[src/rtl/i2c_master.sv]
// Single-master I2C byte transmitter: START, byte writes with ACK sampling, STOP.
// Each bus phase is split into four quarter-bit slots of QTR system clocks.
module i2c_master #(
   parameter int CLK_FREQ = 100_000_000,
   parameter int I2C_FREQ = 100_000
) (
   input  logic       clk,
   input  logic       reset,
   input  logic       start,
   input  logic       stop,
   input  logic       i2c_en,
   input  logic [7:0] tx_data,
   input  logic       sda_in,
   output logic       ready,
   output logic       tx_done,
   output logic       ack_err,
   output logic       scl,
   output logic       sda_o,
   output logic       sda_oe
);

   // QTR must be at least 2 so the quarter counter has a real range.
   localparam int QTR = CLK_FREQ / (4 * I2C_FREQ);
   localparam int CW  = (QTR > 1) ? $clog2(QTR) : 1;
   localparam logic [CW-1:0] CNT_MAX = CW'(QTR - 1);

   typedef enum logic [2:0] {IDLE, START, HOLD, DATA, ACK, STOP} state_e;

   state_e        state_q, state_d;
   logic [CW-1:0] cnt_q, cnt_d;
   logic [1:0]    q_q, q_d;
   logic [2:0]    bit_q, bit_d;
   logic [7:0]    sh_q, sh_d;
   logic          pend_q, pend_d;
   logic          smp_q, smp_d;
   logic          ready_q, ready_d;
   logic          done_q, done_d;
   logic          err_q, err_d;
   logic          scl_q, scl_d;
   logic          sdo_q, sdo_d;
   logic          oe_q, oe_d;
   logic          adv;

   assign adv     = (cnt_q == CNT_MAX);
   assign ready   = ready_q;
   assign tx_done = done_q;
   assign ack_err = err_q;
   assign scl     = scl_q;
   assign sda_o   = sdo_q;
   assign sda_oe  = oe_q;

   always_comb begin
      state_d = state_q;
      cnt_d   = adv ? '0 : cnt_q + 1'b1;
      q_d     = adv ? q_q + 2'd1 : q_q;
      bit_d   = bit_q;
      sh_d    = sh_q;
      pend_d  = pend_q;
      smp_d   = smp_q;
      ready_d = ready_q;
      done_d  = 1'b0;
      err_d   = err_q;
      scl_d   = scl_q;
      sdo_d   = sdo_q;
      oe_d    = oe_q;
      case (state_q)
         IDLE: begin
            cnt_d   = '0;
            q_d     = '0;
            scl_d   = 1'b1;
            oe_d    = 1'b0;
            sdo_d   = 1'b1;
            ready_d = 1'b1;
            if (start) begin
               state_d = START;
               err_d   = 1'b0;
               oe_d    = 1'b1;
               sdo_d   = 1'b0;
               ready_d = 1'b0;
            end
         end
         START: begin
            if (adv) begin
               if (q_q == 2'd1) scl_d = 1'b0;
               if (q_q == 2'd3) begin
                  state_d = HOLD;
                  ready_d = 1'b1;
               end
            end
         end
         HOLD: begin
            cnt_d = '0;
            q_d   = '0;
            if (i2c_en) begin
               ready_d = 1'b0;
               if (stop) begin
                  state_d = STOP;
                  scl_d   = 1'b0;
                  oe_d    = 1'b1;
                  sdo_d   = 1'b0;
               end else begin
                  state_d = DATA;
                  pend_d  = 1'b1;
               end
            end
         end
         DATA: begin
            // First DATA cycle only captures the byte; quarter timing starts after it.
            if (pend_q) begin
               cnt_d  = '0;
               q_d    = '0;
               pend_d = 1'b0;
               sh_d   = tx_data;
               sdo_d  = tx_data[7];
               oe_d   = 1'b1;
               bit_d  = 3'd7;
            end else if (adv) begin
               if (q_q == 2'd0) scl_d = 1'b1;
               if (q_q == 2'd2) scl_d = 1'b0;
               if (q_q == 2'd3) begin
                  if (bit_q == 3'd0) begin
                     state_d = ACK;
                     oe_d    = 1'b0;
                     sdo_d   = 1'b1;
                  end else begin
                     bit_d = bit_q - 3'd1;
                     sh_d  = {sh_q[6:0], 1'b0};
                     sdo_d = sh_q[6];
                  end
               end
            end
         end
         ACK: begin
            if (adv) begin
               if (q_q == 2'd0) scl_d = 1'b1;
               if (q_q == 2'd2) begin
                  scl_d = 1'b0;
                  smp_d = sda_in;
               end
               if (q_q == 2'd3) begin
                  state_d = HOLD;
                  err_d   = smp_q;
                  done_d  = 1'b1;
                  ready_d = 1'b1;
               end
            end
         end
         STOP: begin
            if (adv) begin
               if (q_q == 2'd0) scl_d = 1'b1;
               if (q_q == 2'd2) begin
                  oe_d  = 1'b0;
                  sdo_d = 1'b1;
               end
               if (q_q == 2'd3) begin
                  state_d = IDLE;
                  ready_d = 1'b1;
               end
            end
         end
         default: state_d = IDLE;
      endcase
   end

   always_ff @(posedge clk or posedge reset) begin
      if (reset) begin
         state_q <= IDLE;
         cnt_q   <= '0;
         q_q     <= '0;
         bit_q   <= '0;
         sh_q    <= '0;
         pend_q  <= 1'b0;
         smp_q   <= 1'b0;
         ready_q <= 1'b1;
         done_q  <= 1'b0;
         err_q   <= 1'b0;
         scl_q   <= 1'b1;
         sdo_q   <= 1'b1;
         oe_q    <= 1'b0;
      end else begin
         state_q <= state_d;
         cnt_q   <= cnt_d;
         q_q     <= q_d;
         bit_q   <= bit_d;
         sh_q    <= sh_d;
         pend_q  <= pend_d;
         smp_q   <= smp_d;
         ready_q <= ready_d;
         done_q  <= done_d;
         err_q   <= err_d;
         scl_q   <= scl_d;
         sdo_q   <= sdo_d;
         oe_q    <= oe_d;
      end
   end

endmodule

[config.mk]
export PLATFORM = sky130hd
export DESIGN_NAME = i2c_master
export DESIGN_NICKNAME = d
export VERILOG_FILES = /design/src/rtl/i2c_master.sv
export SDC_FILE = /design/constraint.sdc
export NUM_CORES = 1
export LEC_CHECK = 0
export ABC_CLOCK_PERIOD_IN_PS = 4600
export CORE_MARGIN = 2
export CORE_UTILIZATION = 60
export CTS_CLUSTER_DIAMETER = 50
export DETAILED_ROUTE_END_ITERATION = 8
export HOLD_SLACK_MARGIN = 0.06
export PLACE_DENSITY = 0.95
export SETUP_SLACK_MARGIN = 0.3
export SLEW_MARGIN = 10
export SYNTH_ARGS = -nofsm -noshare
export SYNTH_HDL_FRONTEND = slang
export SYNTH_SLANG_ARGS = --single-unit
[constraint.sdc]
create_clock -name clk -period 4.6 [get_ports clk]
set_input_delay 0.46 -clock clk [delete_from_list [all_inputs] [get_ports clk]]
set_output_delay 0.46 -clock clk [all_outputs]
set_load 0.05 [all_outputs]
# Word-level counts from Yosys, hierarchy flattened
# Index checks and enable logic that the tools add are counted.
# totals
register_bits,31
input_bits,14
out_inout_bits,6
# classes
addsub,3
eq_ne,32
n_mux,68
reduce_logical,22
# ops
op,n
2-to-1 mux 3 bit,15
2-to-1 mux 1 bit,36
"inequality test 2 bit, second input constant",16
2-to-1 mux 7 bit,4
2-to-1 mux 8 bit,2
case mux 8 bit (2 select lines),1
case mux 3 bit (5 select lines),1
AND reduction 7 bit,2
AND reduction 4 bit,3
AND reduction 10 bit,1
"inequality test 3 bit, second input constant",3
"adder 8 x 1 -> 8 bit, second input constant",1
"equality test 8 bit, second input constant",1
"inequality test 2 x 1 -> 1 bit, second input constant",4
case mux 1 bit (4 select lines),2
AND reduction 8 bit,1
nonzero test 2 bit,4
"equality test 3 x 2 -> 1 bit, second input constant",2
"equality test 3 bit, second input constant",2
zero test 3 bit,2
case mux 1 bit (6 select lines),1
AND reduction 3 bit,2
nonzero test 6 bit,1
"equality test 2 bit, second input constant",2
13 further kinds,16

# Depth between registers and ports, before layout
# Gate-level depths: netlist of the first run.
# logic_depth
ltp_word,6
ltp_mapped,8

# Least setup slack after synthesis of the first run
# No wires, ideal clock.
# synth_timing
path_type,register to register
start,register bit_q[0]
end,register state_q[1]
setup_time_ns,0.125
t_arrival_ns,1.678
required_time_ns,4.475
setup_slack_ns,2.797
path_stages_with_launch,8
n_path_buf,0
period_less_slack_ns,1.803
cell_sequence,dfrtp_1 inv_1 ha_1 inv_1 o41ai_4 o221ai_2 a211oi_4 mux2_4
# synth_between
elab_chain_len,3
# synth_lines
element,line_no,text
start: declaration,32,"logic [2:0] bit_q, bit_d;"
start signal: assignment,184,bit_q <= bit_d;
zero test 3 bit,121,if (bit_q == 3'd0) begin
inequality test 2 bit (no line),-,
AND reduction 10 bit (no line),-,
end signal: assignment,181,state_q <= state_d;
end: declaration,29,"state_e state_q, state_d;"
# Every way passes these cells.
# A chain may end at the register's enable or synchronous reset.

# Worst setup path after layout of the first run
# layout_timing
start,register state_q[2]
end,register state_q[2]
# layout_between
elab_chain_len,4
elab_cells_between_ends,19
cone_classes,15 x eq/ne; 1 x mux; 3 x reduce/logical
# layout_lines
element,line_no,text
equality test 3 bit / equality test 3 x 1 -> 1 bit (equally long branches),66,case (state_q)
OR reduction 2 bit (no line),-,
inequality test 2 x 1 -> 1 bit (no line),-,
AND reduction 10 bit (no line),-,
# Parallel ways exist; a longest one is shown, timed or not.

==> flow_summary.json, run 1 <==
{
  "status": "finished clean",
  "yosysTopAreaCellShare": 0.3696,
  "synth.area.top_cells": "dfrtp_1 (37%), nor2_1 (5.3%), ha_1 (5.3%)",
  "dieHeight_um": 60.21,
  "period_minus_slack_ns": 2.176,
  "ys_types": 54,
  "yosysMostFrequentCell": "dfrtp_1",
  "drtPass1Iterations": 4,
  "synth-edff-count": 0,
  "grt_use_total": 0.2163,
  "synthCells": 197,
  "maxCapViolCount": 0,
  "start_util": 0.6260,
  "worstPathRequired_ns": 4.82,
  "power_density_mw_per_mm2": 207.0,
  "power.leakage_nw": 0.8656,
  "cts_max_path_buffers": 2,
  "critPathLaunchType": "register",
  "drcViolationCount": 0,
  "cts.sinks": 31,
  "drt_first_iter_violations": 95,
  "hpwl_um": 2552,
  "rows": 20,
  "synth_top_family_by_area": "compound AO/OA/AOI/OAI gates",
  "die_width_um": 60.21,
  "root_buffer": "clkbuf_4",
  "avgSynthCellArea_sq_um": 9.622,
  "io-pin-count": 20,
  "vias_per_cell": 5.698,
  "fill_cells": 234,
  "worstPathArrival_ns": 2.39,
  "synth_fa_ha_area_frac": 0.05281,
  "critical_path_class": "register to register",
  "ys_ff_latch": 31,
  "synthSimpleGateAreaFrac": 0.1743,
  "critPathMaxFanout": 19,
  "path_clk_slew_ns": 0.09,
  "clock_latency_ns": 0.33,
  "dieArea_sq_mm": 0.003625,
  "grt_max_degree": 32,
  "drive_gt1_frac": 0.1121,
  "synth_nets": 219,
  "fp.coreArea_sq_mm": 0.003028,
  "yosysSeqAreaShare": 0.4112,
  "worst_pin_slew_ns": 0.7171,
  "maxSlewHeadroom": 0.5219,
  "hold_class": "input pin to async pin",
  "skew_ns": 0.007106,
  "vias": 1470,
  "syn_to_final_growth_pct": 13.14,
  "cts_tree": "built",
  "htreeDepth": 2,
  "netlist_area_sq_mm": 0.001896,
  "synthArstFlopShare": 1.000,
  "synth_largest_area_cell": "dfrtp_1",
  "drv_slew": 0,
  "synth_compound_area_frac": 0.1967,
  "gp_congestion": 0.9135,
  "hold_violations": 0,
  "grt-ovfl-total": 0,
  "cts-resized-gates": 0,
  "drtAntennaViolNets": 0,
  "numPortBuffers": 19,
  "fmax_mhz": 459.6,
  "finalSetupTns_ns": 0,
  "wl_per_cell_um": 13.42,
  "nets": 235,
  "power_mw": 0.4438,
  "cp-end-kind": "register",
  "synth_commonest_cells": "dfrtp_1 (28), nor2_1 (27), a21oi_1 (16)",
  "muxShareOfSynthArea": 0.07063,
  "grt_pass1_vias": 1351,
  "antenna_found_initial": 0,
  "wl_um": 3463,
  "grt_pass1_wl_um": 5775,
  "synthFlopType": "dfrtp_1",
  "rsz0062_at_grt": "false",
  "cts_buffers": 5,
  "fin_cells": 258,
  "synthXorXnorAreaFrac": 0.03696,
  "setup_viol_count_final": 0,
  "diodes": 0,
  "vdd_ir_drop_max_mv": 0.1536,
  "cts_setup_buffers": 0,
  "cts-hold-fix-buffers": 0,
  "postLayoutCoreUtil": 0.7083,
  "ys_warn_count": 0,
  "place_inst": 250,
  "fin_crit_sh": 0.4730
}
## per-stage QoR
stage	hold WS [ns]	cell area (sq um)	setup slack [ns]
floorplan	0.4608	1896	2.797
finish	0.4923	2145	2.424
global route	0.5238	2145	2.305
CTS	0.4970	2145	2.429
global placement	0.4785	2096	2.508
detailed placement	0.4915	2096	2.461
## kinds of logic (layout without fill, tap and decap cells)
| family | after synthesis | in the layout |
|---|---|---|
| simple gates | 61 | 61 |
| compound gates | 51 | 51 |
| flops | 31 | 31 |
| buf+inv | 26 | 43 |
| mux | 12 | 12 |
| fa+ha+maj | 8 | 8 |
| xor+xnor | 8 | 8 |
## state kept, by name (all words and copies together), names as in the netlist
name     cells
cnt_q        8
scl          1
sh_q         7
ready        1
pend_q       1
state_q      3
sda_oe       1
ack_err      1
q_q          2
bit_q        3
sda_o        1
tx_done      1
smp_q        1
## placed cells by master (no fill, tap or decap), drive strengths merged, types with 4 or more instances in the layout
cell	instances
xnor2	5
nor2	28
mux2i	7
clkdlybuf4s50	19
nor3	4
clkbuf	8
mux2	5
a21oi	17
o21ai	9
nand2	8
ha	8
nand3	6
dfrtp	28
inv	15
## routing by layer
metal / wire length (um) / global-route usage
met1: 1558 / 0.2810
met4: 57 / 0.08571
met3: 104 / 0.06061
met2: 1741 / 0.3401
met5: 0 / 0
## worst max-delay path, cell delays in order, from the launching register on
cell      delay [ns]
dfrtp_1         0.71
and3b_1         0.39
a21oi_1         0.22
o21ai_2         0.11
a211oi_4        0.30
mux2_4          0.33
## path summary, 6_finish.rpt
path | from | to | slack [ns] | depth (start not counted)
setup / recovery | state_q[2] | state_q[2] | 2.42 | 5
hold / removal | reset | sh_q[0] | 0.49 | 3
setup reg to reg | state_q[2] | state_q[2] | 2.42 | 5
hold reg to reg | cnt_q[0] | cnt_q[0] | 0.50 | 1
max in group asynchronous | reset | sda_o | 3.79 | 3
min in group clk | cnt_q[0] | cnt_q[0] | 0.50 | 1
## power breakdown
| group | switching (mW) | internal (mW) | leakage [nW] |
|---|---|---|---|
| clock network | 0.0863 | 0.0608 | 0.0265 |
| logic | 0.0104 | 0.0123 | 0.481 |
| registers | 0.000473 | 0.274 | 0.359 |
| total | 0.0972 | 0.347 | 0.866 |
## area by class of cell
| cell class | instances | area (sq um) | share of cell area |
|---|---|---|---|
| Clock buffer | 8 | 48.80 | 0.02275 |
| Inverter | 15 | 56.30 | 0.02625 |
| Timing Repair Buffer | 20 | 197.7 | 0.09218 |
| Multi-Input combinational cell | 140 | 1007 | 0.4697 |
| Tap cell | 44 | 55.05 | 0.02567 |
| Sequential cell | 31 | 779.5 | 0.3635 |
Power figures use the tool's default switching activity.
==> inputs of run 2 (changes only) <==
--- a/config.mk
+++ b/config.mk
@@ -5,13 +5,13 @@
 export SDC_FILE = /design/constraint.sdc
 export NUM_CORES = 1
 export LEC_CHECK = 0
-export ABC_CLOCK_PERIOD_IN_PS = 4600
+export ABC_CLOCK_PERIOD_IN_PS = 2300
 export CORE_MARGIN = 2
-export CORE_UTILIZATION = 60
+export CORE_UTILIZATION = 56
 export CTS_CLUSTER_DIAMETER = 50
 export DETAILED_ROUTE_END_ITERATION = 8
 export HOLD_SLACK_MARGIN = 0.06
-export PLACE_DENSITY = 0.95
+export PLACE_DENSITY = 0.9
 export SETUP_SLACK_MARGIN = 0.3
 export SLEW_MARGIN = 10
 export SYNTH_ARGS = -nofsm -noshare
==> constraint.sdc (replaced) <==
create_clock -name clk -period 2.3 [get_ports clk]
set_input_delay 0.23 -clock clk [delete_from_list [all_inputs] [get_ports clk]]
set_output_delay 0.23 -clock clk [all_outputs]
set_load 0.05 [all_outputs]
==> run 2 against run 1 <==
Final area rose by 4.8%. Flip-flop and latch count unchanged. Hold slack got worse by 0.25 ns. Sequential share of layout area is 1.6 points lower. Non-clock buffer count up 7. First-iteration DRC count up 62%. Die area grew 6.7%. Count of clock-buffer cells in the layout fell by 2. Clock power grew to 3.1 times the previous value. Register-to-register slack got worse by 2.1 ns. Final cell count rose by 3.5%. Clock skew is 0.0064 ns higher. Critical path type unchanged. Largest cell class unchanged.
==> flow_summary.json, run 2 (synthesis gave the netlist of run 1 again) <==
{
  "status": "finished clean",
  "cts-hold-fix-buffers": 0,
  "setup_viol_count_final": 0,
  "p_sw_frac": 0.2067,
  "grt_use_total": 0.2256,
  "seqPwrFrac": 0.525,
  "cts_max_path_buffers": 2,
  "gp_congestion": 0.8993,
  "wl_per_cell_um": 14.15,
  "nets": 242,
  "drive_gt1_frac": 0.1674,
  "dieHeight_um": 62.18,
  "period_minus_slack_ns": 1.953,
  "finalSetupTns_ns": 0,
  "cts.sinks": 31,
  "hold_violations": 0,
  "critPathLaunchType": "register",
  "fmax_mhz": 512.1,
  "cts_buffers": 5,
  "vias": 1496,
  "drcViolationCount": 0,
  "path_clk_slew_ns": 0.10,
  "maxCapViolCount": 0,
  "maxSlewHeadroom": 0.6452,
  "diodes": 0,
  "worst_pin_slew_ns": 0.5248,
  "critPathMaxFanout": 15,
  "postLayoutCoreUtil": 0.6846,
  "grt_pass1_wl_um": 6706,
  "antenna_found_initial": 0,
  "wl_um": 3778,
  "drt_first_iter_violations": 154,
  "cts_tree": "built",
  "drtPass1Iterations": 4,
  "cp-end-kind": "register",
  "hold_class": "input pin to async pin",
  "htreeDepth": 2,
  "worstPathArrival_ns": 2.19,
  "regMostFlops": "cnt_q",
  "grt_max_degree": 32,
  "hpwl_um": 2644,
  "power_switching_mw": 0.2158,
  "rows": 21,
  "largest_reg_flops": 8,
  "drv_slew": 0,
  "root_buffer": "clkbuf_4",
  "critical_path_class": "register to register",
  "syn_to_final_growth_pct": 18.61,
  "combPwrFrac": 0.044,
  "power.leakage_nw": 0.9246,
  "grt-ovfl-total": 0,
  "pwr-share-clk": 0.431,
  "skew_ns": 0.01351,
  "drtAntennaViolNets": 0,
  "vias_per_cell": 5.603,
  "fin_crit_sh": 0.8491,
  "final_cell_mix": "nor2_1 (27), dfrtp_1 (27), clkdlybuf4s50_1 (19)",
  "die_width_um": 62.18,
  "dieArea_sq_mm": 0.003866,
  "top_regs": "cnt_q (8), sh_q (7)",
  "rsz0062_at_grt": "true",
  "fp.coreArea_sq_mm": 0.003284,
  "worstPathRequired_ns": 2.53,
  "intPower_mw": 0.8285,
  "grt_pass1_vias": 1489,
  "io-pin-count": 20,
  "start_util": 0.5771,
  "clock_latency_ns": 0.35,
  "power_density_mw_per_mm2": 464.5,
  "numPortBuffers": 19,
  "vdd_ir_drop_max_mv": 0.3394
}
run 2: cell count changes in the layout (fill, tap and decap cells not counted), sizes merged:
cell / delta
bufinv: +1
buf: +7
clkbuf: -2
clkinv: +1
run 2: timing repair:
action,in CTS,in global routing
pin swaps,1,1
endpoints found under the setup margin,2,10
endpoints found under the hold margin,0,0
resized for setup,0,4
buffers inserted,2,1
run 2: layer usage:
layer / global-route usage / routed length [um]
met5: 0 / 0
met2: 0.3573 / 1851
met3: 0.06884 / 156
met4: 0.1361 / 124
met1: 0.2709 / 1646
run 2: cell type report:
cell class | count | area (sq um)
clock inverter | 2 | 35.03
tap | 46 | 57.56
multi-input combinational | 140 | 1017
timing repair buffer | 27 | 250.2
sequential | 31 | 780.7
fill | 237 | 1036
inverter | 15 | 56.30
clock buffer | 6 | 51.30
run 2: power groups by stage:
stage,clock network [mW],registers (mW),logic (mW)
global placement,0,0.559,0.0463
finish,0.450,0.548,0.0460
floorplan,0,0.562,0.0124
global route,0.486,0.548,0.0506
CTS,0.454,0.548,0.0470
detailed placement,0,0.559,0.0466
run 2: worst max-delay path, stage by stage (launching register included):
cell	delay, ns
dfrtp_1	0.63
and3b_1	0.28
a21oi_1	0.18
o21ai_2	0.12
a211oi_4	0.30
mux2_4	0.33
run 2: per-stage QoR:
| step | setup slack (ns) | instance area, sq um | power [mW] | cells | hold slack (ns) |
|---|---|---|---|---|---|
| CTS | 0.3269 | 2230 | 1.049 | 266 | 0.2536 |
| detailed placement | 0.3080 | 2128 | 0.6053 | 256 | 0.4779 |
| floorplan | 0.4967 | 1896 | 0.5743 | 197 | 0.3313 |
| global placement | 0.3686 | 2128 | 0.6049 | 256 | 0.4724 |
| finish | 0.3471 | 2248 | 1.044 | 267 | 0.2404 |
| global route | 0.2901 | 2248 | 1.085 | 267 | 0.2721 |
run 2: final timing paths:
kind,start,to,slack (ns),depth (start not counted)
max in group asynchronous,reset,ready,1.72,3
hold reg to reg,cnt_q[0],cnt_q[0],0.50,1
setup reg to reg,state_q[2],state_q[2],0.35,5
hold / removal,reset,sh_q[1],0.24,3
min in group clk,tx_data[0],sh_q[0],0.46,3
setup / recovery,state_q[2],state_q[2],0.35,5
==> inputs of run 3 (changes only) <==
--- a/config.mk
+++ b/config.mk
@@ -5,7 +5,7 @@
 export SDC_FILE = /design/constraint.sdc
 export NUM_CORES = 1
 export LEC_CHECK = 0
-export ABC_CLOCK_PERIOD_IN_PS = 2300
+export ABC_CLOCK_PERIOD_IN_PS = 1950
 export CORE_MARGIN = 2
 export CORE_UTILIZATION = 56
 export CTS_CLUSTER_DIAMETER = 50
==> constraint.sdc (replaced) <==
create_clock -name clk -period 1.95 [get_ports clk]
set_input_delay 0.195 -clock clk [delete_from_list [all_inputs] [get_ports clk]]
set_output_delay 0.195 -clock clk [all_outputs]
set_load 0.05 [all_outputs]
==> run 3 against run 2 <==
Clock skew is 0.0027 ns lower. Core utilization increased by 11 points. Highest routed layer unchanged. Fmax fell by 2.4%. Setup slack lost 0.40 ns. The flow now finishes with violations (negative setup slack).
==> flow_summary.json, run 3 (synthesis gave the netlist of run 1 again) <==
{
  "dieHeight_um": 62.18,
  "critPathMaxFanout": 5,
  "cts_buffers": 5,
  "critical_path_class": "register to register",
  "drtAntennaViolNets": 0,
  "drv_slew": 0,
  "maxSlewHeadroom": 0.6741,
  "cts-hold-fix-buffers": 0,
  "vdd_ir_drop_max_mv": 0.4478,
  "path_clk_slew_ns": 0.11,
  "cpMostUsedCell": "buf_6",
  "fmax_mhz": 499.6,
  "drive_gt1_frac": 0.3927,
  "worst_pin_slew_ns": 0.4876,
  "wl_per_cell_um": 19.71,
  "largest_reg_flops": 8,
  "grt_pass1_wl_um": 8086,
  "grt_max_degree": 32,
  "fin_crit_sh": 1.027,
  "rows": 21,
  "drtPass1Iterations": 4,
  "final_common_cell": "buf_4",
  "fp.coreArea_sq_mm": 0.003284,
  "final_cell_mix": "buf_4 (30), dfrtp_1 (25), nor2_1 (19)",
  "vias_per_cell": 6.092,
  "maxCapViolCount": 0,
  "power_mw": 1.246,
  "drt_first_iter_violations": 180,
  "start_util": 0.5771,
  "numPortBuffers": 19,
  "drcViolationCount": 0,
  "setup_viol_count_final": 1,
  "status": "complete, but fails checks",
  "syn_to_final_growth_pct": 37.69,
  "final_cell_area_sq_mm": 0.002610,
  "power.leakage_nw": 1.083,
  "fill_cells": 169,
  "power_density_mw_per_mm2": 477.5,
  "regMostFlops": "cnt_q",
  "rsz0062_at_grt": "true",
  "gp_congestion": 0.8938,
  "slowest_stage": "dfrtp_1",
  "place_area_sq_mm": 0.002207,
  "die_width_um": 62.18,
  "dieArea_sq_mm": 0.003866,
  "io-pin-count": 20,
  "hold_class": "input pin to async pin",
  "antenna_found_initial": 0,
  "hpwl_um": 2885,
  "clock_latency_ns": 0.35,
  "period_minus_slack_ns": 2.002,
  "cts_tree": "built",
  "top_regs": "cnt_q (8), sh_q (7)",
  "cts.sinks": 31,
  "finalSetupTns_ns": -0.05172,
  "vias": 1785,
  "nets": 268,
  "critPathLaunchType": "register",
  "skew_ns": 0.01076,
  "violations": "negative setup slack",
  "htreeDepth": 2,
  "grt-ovfl-total": 0,
  "diodes": 0,
  "setup_slack_ns": -0.05172,
  "hold_violations": 0,
  "worstPathArrival_ns": 2.26,
  "crit_path_cell_trace": "inv_2 > ha_4 > nand3b_4 > buf_6 > nor4_4 > o21a_1 > buf_6 > nor2_2 > a21oi_1",
  "cts_max_path_buffers": 2,
  "root_buffer": "clkbuf_4",
  "cp-end-kind": "register",
  "grt_use_total": 0.2735,
  "grt_pass1_vias": 1702,
  "worstPathRequired_ns": 2.21,
  "wl_um": 5775,
  "critPathMaxStageDelay_ns": 0.40
}
[run 3: path summary, 6_finish.rpt]
kind | start | end | slack [ns] | cells past startpoint
max in group asynchronous | reset | ready | 1.41 | 3
min in group clk | sda_in | smp_q | 0.47 | 2
worst max-delay path | cnt_q[1] | sh_q[4] | -0.05 | 9
worst max register to register | cnt_q[1] | sh_q[4] | -0.05 | 9
worst min-delay path | reset | cnt_q[4] | 0.21 | 3
worst min register to register | sda_oe | sda_oe | 0.50 | 1
[run 3: routing by layer]
| metal | up-vias | wire (um) | track usage | part of all wire |
|---|---|---|---|---|
| met5 | - | 0 | 0 | 0 |
| met4 | 0 | 214 | 0.1556 | 0.037 |
| met3 | 27 | 291 | 0.07246 | 0.050 |
| met2 | 86 | 2991 | 0.4606 | 0.52 |
| met1 | 887 | 2277 | 0.3159 | 0.39 |
| li1 | 785 | - | - | - |
[run 3: per-stage QoR]
stage | worst slack [ns] | hold WS [ns] | util | instances
after floorplan | 0.1784 | 0.2963 | - | 197
after global placement | 0.1273 | 0.4732 | 0.6720 | 265
after detailed placement | 0.07451 | 0.4771 | 0.6720 | 265
after CTS | 0.1029 | 0.2273 | 0.7341 | 283
after global routing | -0.1191 | 0.2581 | 0.7947 | 293
final | -0.05172 | 0.2098 | 0.7947 | 293
[run 3: cell type report]
class	count	area (sq um)	share of cell area
multi-input combinational	140	1177	0.4511
tap	46	57.56	0.02205
inverter	15	56.30	0.02157
clock buffer	6	51.30	0.01965
timing repair buffer	53	449.2	0.1721
sequential	31	783.3	0.3001
clock inverter	2	35.03	0.01342
[run 3: power by group]
| group | leakage (nW) | total (mW) | internal, mW | switching [mW] |
|---|---|---|---|---|
| Sequential | 0.355 | 0.646 | 0.646 | 0.000868 |
| Clock | 0.0482 | 0.543 | 0.303 | 0.240 |
| Combinational | 0.680 | 0.0571 | 0.0296 | 0.0275 |
[run 3: critical path, delay by kind of cell (launching register included)]
| kind | cells | cell delay, ns |
|---|---|---|
| adders and majority gates | 1 | 0.13 |
| and+or+nand+nor | 3 | 0.55 |
| DFF | 1 | 0.40 |
| AOI/OAI and AO/OA | 2 | 0.45 |
| buffers and inverters | 3 | 0.39 |
[run 3: repair_timing]
item | in CTS | in global routing
gates cloned | 1 | 0
setup endpoints to repair | 21 | 18
resized for setup | 23 | 31
pin swaps | 7 | 5
setup buffers | 9 | 10
==> RTL change 1, RTL diff (flow settings as in run 2) <==
Encoding of `state_e`: now one-hot (6 bits for 6 states).
--- a/src/rtl/i2c_master.sv
+++ b/src/rtl/i2c_master.sv
@@ -26,3 +26,3 @@
 
-   typedef enum logic [2:0] {IDLE, START, HOLD, DATA, ACK, STOP} state_e;
+   typedef enum logic [5:0] {IDLE = 6'b000001, START = 6'b000010, HOLD = 6'b000100, DATA = 6'b001000, ACK = 6'b010000, STOP = 6'b100000} state_e;
 
Formal check against the unedited RTL: same outputs for any inputs over 10 cycles, from zero or initial values and one cycle with reset high; not proved beyond that.
==> RTL change 1 against run 2 <==
- setup slack got worse by 0.065 ns
- synthesized cell count increased by 16%
- sequential cell count up 3
- synthesized area is 16% higher
- utilization rose by 2.2 points
- routed wire length rose by 32%
- non-clock buffer count rose by 11
- count of clock-buffer cells in the layout unchanged
- cell area up 17%
Power is not compared: it rests on default switching activity, and its combinational part moved more than twofold at a synthesized area within 25%.
==> RTL change 1: results <==
[run_status]
run_status = "finished clean"

[synth]
ys_seq_area_share_pct = 39.00
syn-num-nets = 250
synth.area.top_cells = "dfrtp_1 34%, nor2_1 5.5%, dfstp_2 4.8%"
yosys.cell_types.count = 57
synthTopCellsByCount = "32 x nor2_1, 30 x dfrtp_1, 12 x a21oi_1, 12 x nand2_1, 12 x o21ai_0"

[global_route]
grt_usage_pct = 24.05
grtUsageMet3_pct = 5.912
antenna_found_initial = 0
grt_max_degree = 35
use_met1_pct = 31.05
grt_pass1_wl_mm = 7.962
first_global_vias = 1751

[critical_path]
r2r_slack_ns = 0.28
crit_fanout = 5
cp_top_family = "simple AND/OR/NAND/NOR gates"
slowest_delay_ns = 0.41
slowest_stage = "or3_4"

[sta]
fin_worst_skew_ns = 0.005199
hold_ws_ns = 0.3190
worstMarginPinSlew_ns = 0.5096
max_freq_ghz = 0.4956

[finish]
nNetsFinal = 281
n_fill_cell = 275
layout-drive-gt1-share_pct = 24.23
top_regs = "cnt_q (8), sh_q (7), state_q (6)"

[clock_network]
clk_latency_ns = 0.30
clk_pin_slew_ns = 0.07
root_buffer = "clkbuf_8"
cts_buffer_depth = 2

[placed_design]
dp_slack_ns = 0.1712
dp_hpwl_mm = 3.376

[drt]
wirelength_mm = 4.979
routed_via_density = 5.860
drt_iter0_drc = 140
## RTL change 1: cell types whose count changed after synthesis, moves of 5 or more
cell / delta
buf_6: +5
nor2_1: +5
nand3_1: +5
inv_1: -6
## RTL change 1: final timing paths
kind                              end  cells past startpoint      from
max reg2reg                state_q[4]                      7  cnt_q[1]
min in group clk             bit_q[0]                      1  bit_q[0]
min reg2reg                  bit_q[0]                      1  bit_q[0]
max                        state_q[4]                      7  cnt_q[1]
max in group asynchronous       ready                      3     reset
min                           sh_q[2]                      3     reset
## RTL change 1: cell type report
cell class              instances  area [um^2]  share of cell area (%)
multi-input cells             171         1242                   47.33
flip-flops and latches         34        860.8                   32.79
repair buffers                 38        332.8                   12.68
clock buffers                   6        82.58                   3.146
well taps                      48        60.06                   2.288
inverters                       9        33.78                   1.287
clock inverters                 2        12.51                  0.4766
## RTL change 1: kinds of logic (layout without fill, tap and decap cells)
| group | Yosys count | in the layout | share of synthesized area, % |
|---|---|---|---|
| flip-flops | 34 | 34 | 39.00 |
| buffers and inverters | 23 | 55 | 7.126 |
| AO/OA/AOI/OAI | 47 | 47 | 14.43 |
| adder cells (fa/ha/maj) | 8 | 8 | 4.561 |
| XOR/XNOR | 13 | 13 | 5.188 |
| multiplexers | 13 | 13 | 6.557 |
| AND/OR/NAND/NOR | 90 | 90 | 23.15 |
## RTL change 1: worst min-delay path, delay by kind of cell
kind                   cells  cell delay, ns
buffers and inverters      3            0.81
## RTL change 1: stage by stage
step	cell area, um^2	power (W)	utilization, %	std cells
6_report	2625	0.002974	70.64	308
5_1_grt	2625	0.003176	70.64	308
4_1_cts	2559	0.002889	68.86	305
3_5_place_dp	2407	0.002326	64.78	291
3_3_place_gp	2407	0.002280	64.78	291
2_1_floorplan	2205	0.002042	-	228
## RTL change 1: power by group
group	internal (W)	switching, W
clock network	0.000240	0.000223
registers	0.000811	0.000193
logic	0.000713	0.000792
total	0.00177	0.00121
## RTL change 1: timing repair
| item | CTS | global route |
|---|---|---|
| gates resized for setup | 4 | 13 |
| setup buffers | 6 | 3 |
| setup endpoints to repair | 6 | 15 |
| pin swaps | 1 | 2 |
## RTL change 1: per-layer routing
metal / share of wire, % / up-vias
li1: - / 870
met1: 42 / 876
met2: 50 / 47
met3: 5.7 / 12
met4: 1.9 / 0
met5: 0 / -
==> RTL change 2, RTL diff (config.mk and constraints of run 2) <==
Made on the original files. The parameter `CLK_FREQ` goes from 100_000_000 to 25_000_000.
--- a/src/rtl/i2c_master.sv
+++ b/src/rtl/i2c_master.sv
@@ -3,3 +3,3 @@
 module i2c_master #(
-   parameter int CLK_FREQ = 100_000_000,
+   parameter int CLK_FREQ = 25_000_000,
    parameter int I2C_FREQ = 100_000
Behaviour: no difference found for any inputs over 10 cycles, from zero or initial values and one cycle with reset high; that may be too few to reach the edited logic, so the function may still have changed.
==> RTL change 2 against run 2 <==
- via count down 8.8%
- sequential power shrank 6.8%
- cell area is 12% lower
- setup slack better by 0.035 ns
- sequential cell count fell by 2
- clock power down 35%
- final cell count shrank 15%
- fmax is 1.8% higher
- power is 19% lower
- routed wire length shrank 6.4%
- synthesized area decreased by 8.8%
- first-iteration DRC count shrank 67%
- critical path type is now reg -> out
==> RTL change 2: results <==
[synth]
yosys_warnings = 0
synthTopCellsByCount = "26 x dfrtp_1, 18 x nor2_1, 14 x inv_1, 8 x ha_1, 8 x or3_1"
async_flop_share_pct = 100.0
ys_seq_area_share_pct = 42.19
yosys.cell_types.count = 53
syn-num-nets = 196
synth.area.top_cells = "dfrtp_1 38%, ha_1 5.8%, dfstp_2 4.6%"

[drt]
wirelength_mm = 3.537
routed_via_density = 6.040
firstDrtPassIters = 4
drt_iter0_drc = 51

[finish]
num_antenna_cells = 0
layout-drive-gt1-share_pct = 14.51
nNetsFinal = 214
top_regs = "sh_q (7), cnt_q (6)"

[critical_path]
slowest_delay_ns = 0.81
slowest_stage = "clkdlybuf4s50_1"
cp_top_family = "buffers and inverters"
crit_fanout = 4
arrival_ns = 1.69

[power]
max-vdd-ir-drop_mv = 0.3720
power.internal_w = 0.0006493
p_leak_nw = 0.8426

[sta]
fin_worst_skew_ns = 0.01390
max_slew_margin_pct = 66.45

[global_route]
first_global_vias = 1368
grt_max_degree = 30
antenna_found_initial = 0
grt_pass1_wl_mm = 5.913
grt_usage_pct = 22.60

[clock_network]
root_buffer = "clkbuf_4"
holdBufCountCts = 0
cts-htree-levels = 2
cts_buffer_depth = 2
clk_latency_ns = 0.34
numCtsBuffers = 5
clk_pin_slew_ns = 0.10

[placed_design]
dp_hpwl_mm = 2.584
gp_congestion = 0.9162
dp_slack_ns = 0.4152
place.port_buffers = 19

[run_status]
run_status = "finished clean"

[min_path]
hp-class = "in -> async"
## RTL change 2: per-layer routing
layer / global-route usage, % / vias to the layer above / share of wire (%)
met1: 26.31 / 655 / 43
met2: 38.93 / 39 / 50
li1: - / 663 / -
met5: 0 / - / 0
met3: 7.205 / 8 / 5.7
met4: 7.937 / 0 / 1.5
## RTL change 2: through the flow
| stage | instances | utilization, % | hold slack [ns] | instance area [um^2] | total power, W |
|---|---|---|---|---|---|
| after CTS | 226 | 65.67 | 0.2551 | 1972 | 0.0008595 |
| after floorplan | 174 | - | 0.3059 | 1729 | 0.0005324 |
| after detailed placement | 218 | 63.96 | 0.4819 | 1921 | 0.0005613 |
| after global routing | 226 | 65.75 | 0.3044 | 1974 | 0.0008769 |
| final | 226 | 65.75 | 0.2483 | 1974 | 0.0008438 |
| after global placement | 218 | 63.96 | 0.4766 | 1921 | 0.0005603 |
## RTL change 2: worst paths after layout
kind / slack [ns] / cells after the start / end / from
worst max register to register: 0.44 / 6 / sh_q[6] / cnt_q[1]
worst min register to register: 0.50 / 1 / sda_oe / sda_oe
max in group asynchronous: 1.73 / 3 / scl / reset
worst max-delay path: 0.38 / 1 / scl / scl
min in group clk: 0.50 / 1 / sda_oe / sda_oe
worst min-delay path: 0.25 / 3 / bit_q[2] / reset
## RTL change 2: cell families after synthesis
logic type | synth area share [%]
muxes | 4.631
DFF | 42.19
buffers and inverters | 6.223
and+or+nand+nor | 19.18
adders and majority gates | 5.789
AOI/OAI and AO/OA | 19.47
xor gates and xnor gates | 2.533
## RTL change 2: power by group through the flow
stage	clock, W	sequential, W	combinational (W)
5_1_grt	0.000321	0.000511	0.0000443
6_report	0.000293	0.000511	0.0000397
2_1_floorplan	0	0.000521	0.0000116
4_1_cts	0.000308	0.000511	0.0000409
3_3_place_gp	0	0.000521	0.0000395
3_5_place_dp	0	0.000521	0.0000405
## RTL change 2: timing repair
| item | CTS | global route |
|---|---|---|
| endpoints found under the setup margin | 0 | 8 |
| gates resized for setup | 0 | 2 |
| setup buffers | 0 | 0 |
## RTL change 2: layout make-up
class | instances | area (um^2)
Clock buffer | 6 | 41.29
Timing Repair Buffer | 21 | 205.2
Multi-Input combinational cell | 121 | 892.1
Inverter | 14 | 52.55
Clock inverter | 2 | 10.01
Tap cell | 33 | 41.29
Fill cell | 247 | 1028
Sequential cell | 29 | 732.0
## RTL change 2: worst reg2reg max path, delay by kind of cell (launching register included)
| family | cells | cell delay, ns |
|---|---|---|
| simple gates | 3 | 0.86 |
| buf+inv | 1 | 0.06 |
| fa+ha+maj | 1 | 0.14 |
| compound gates | 1 | 0.27 |
| flops | 1 | 0.41 |
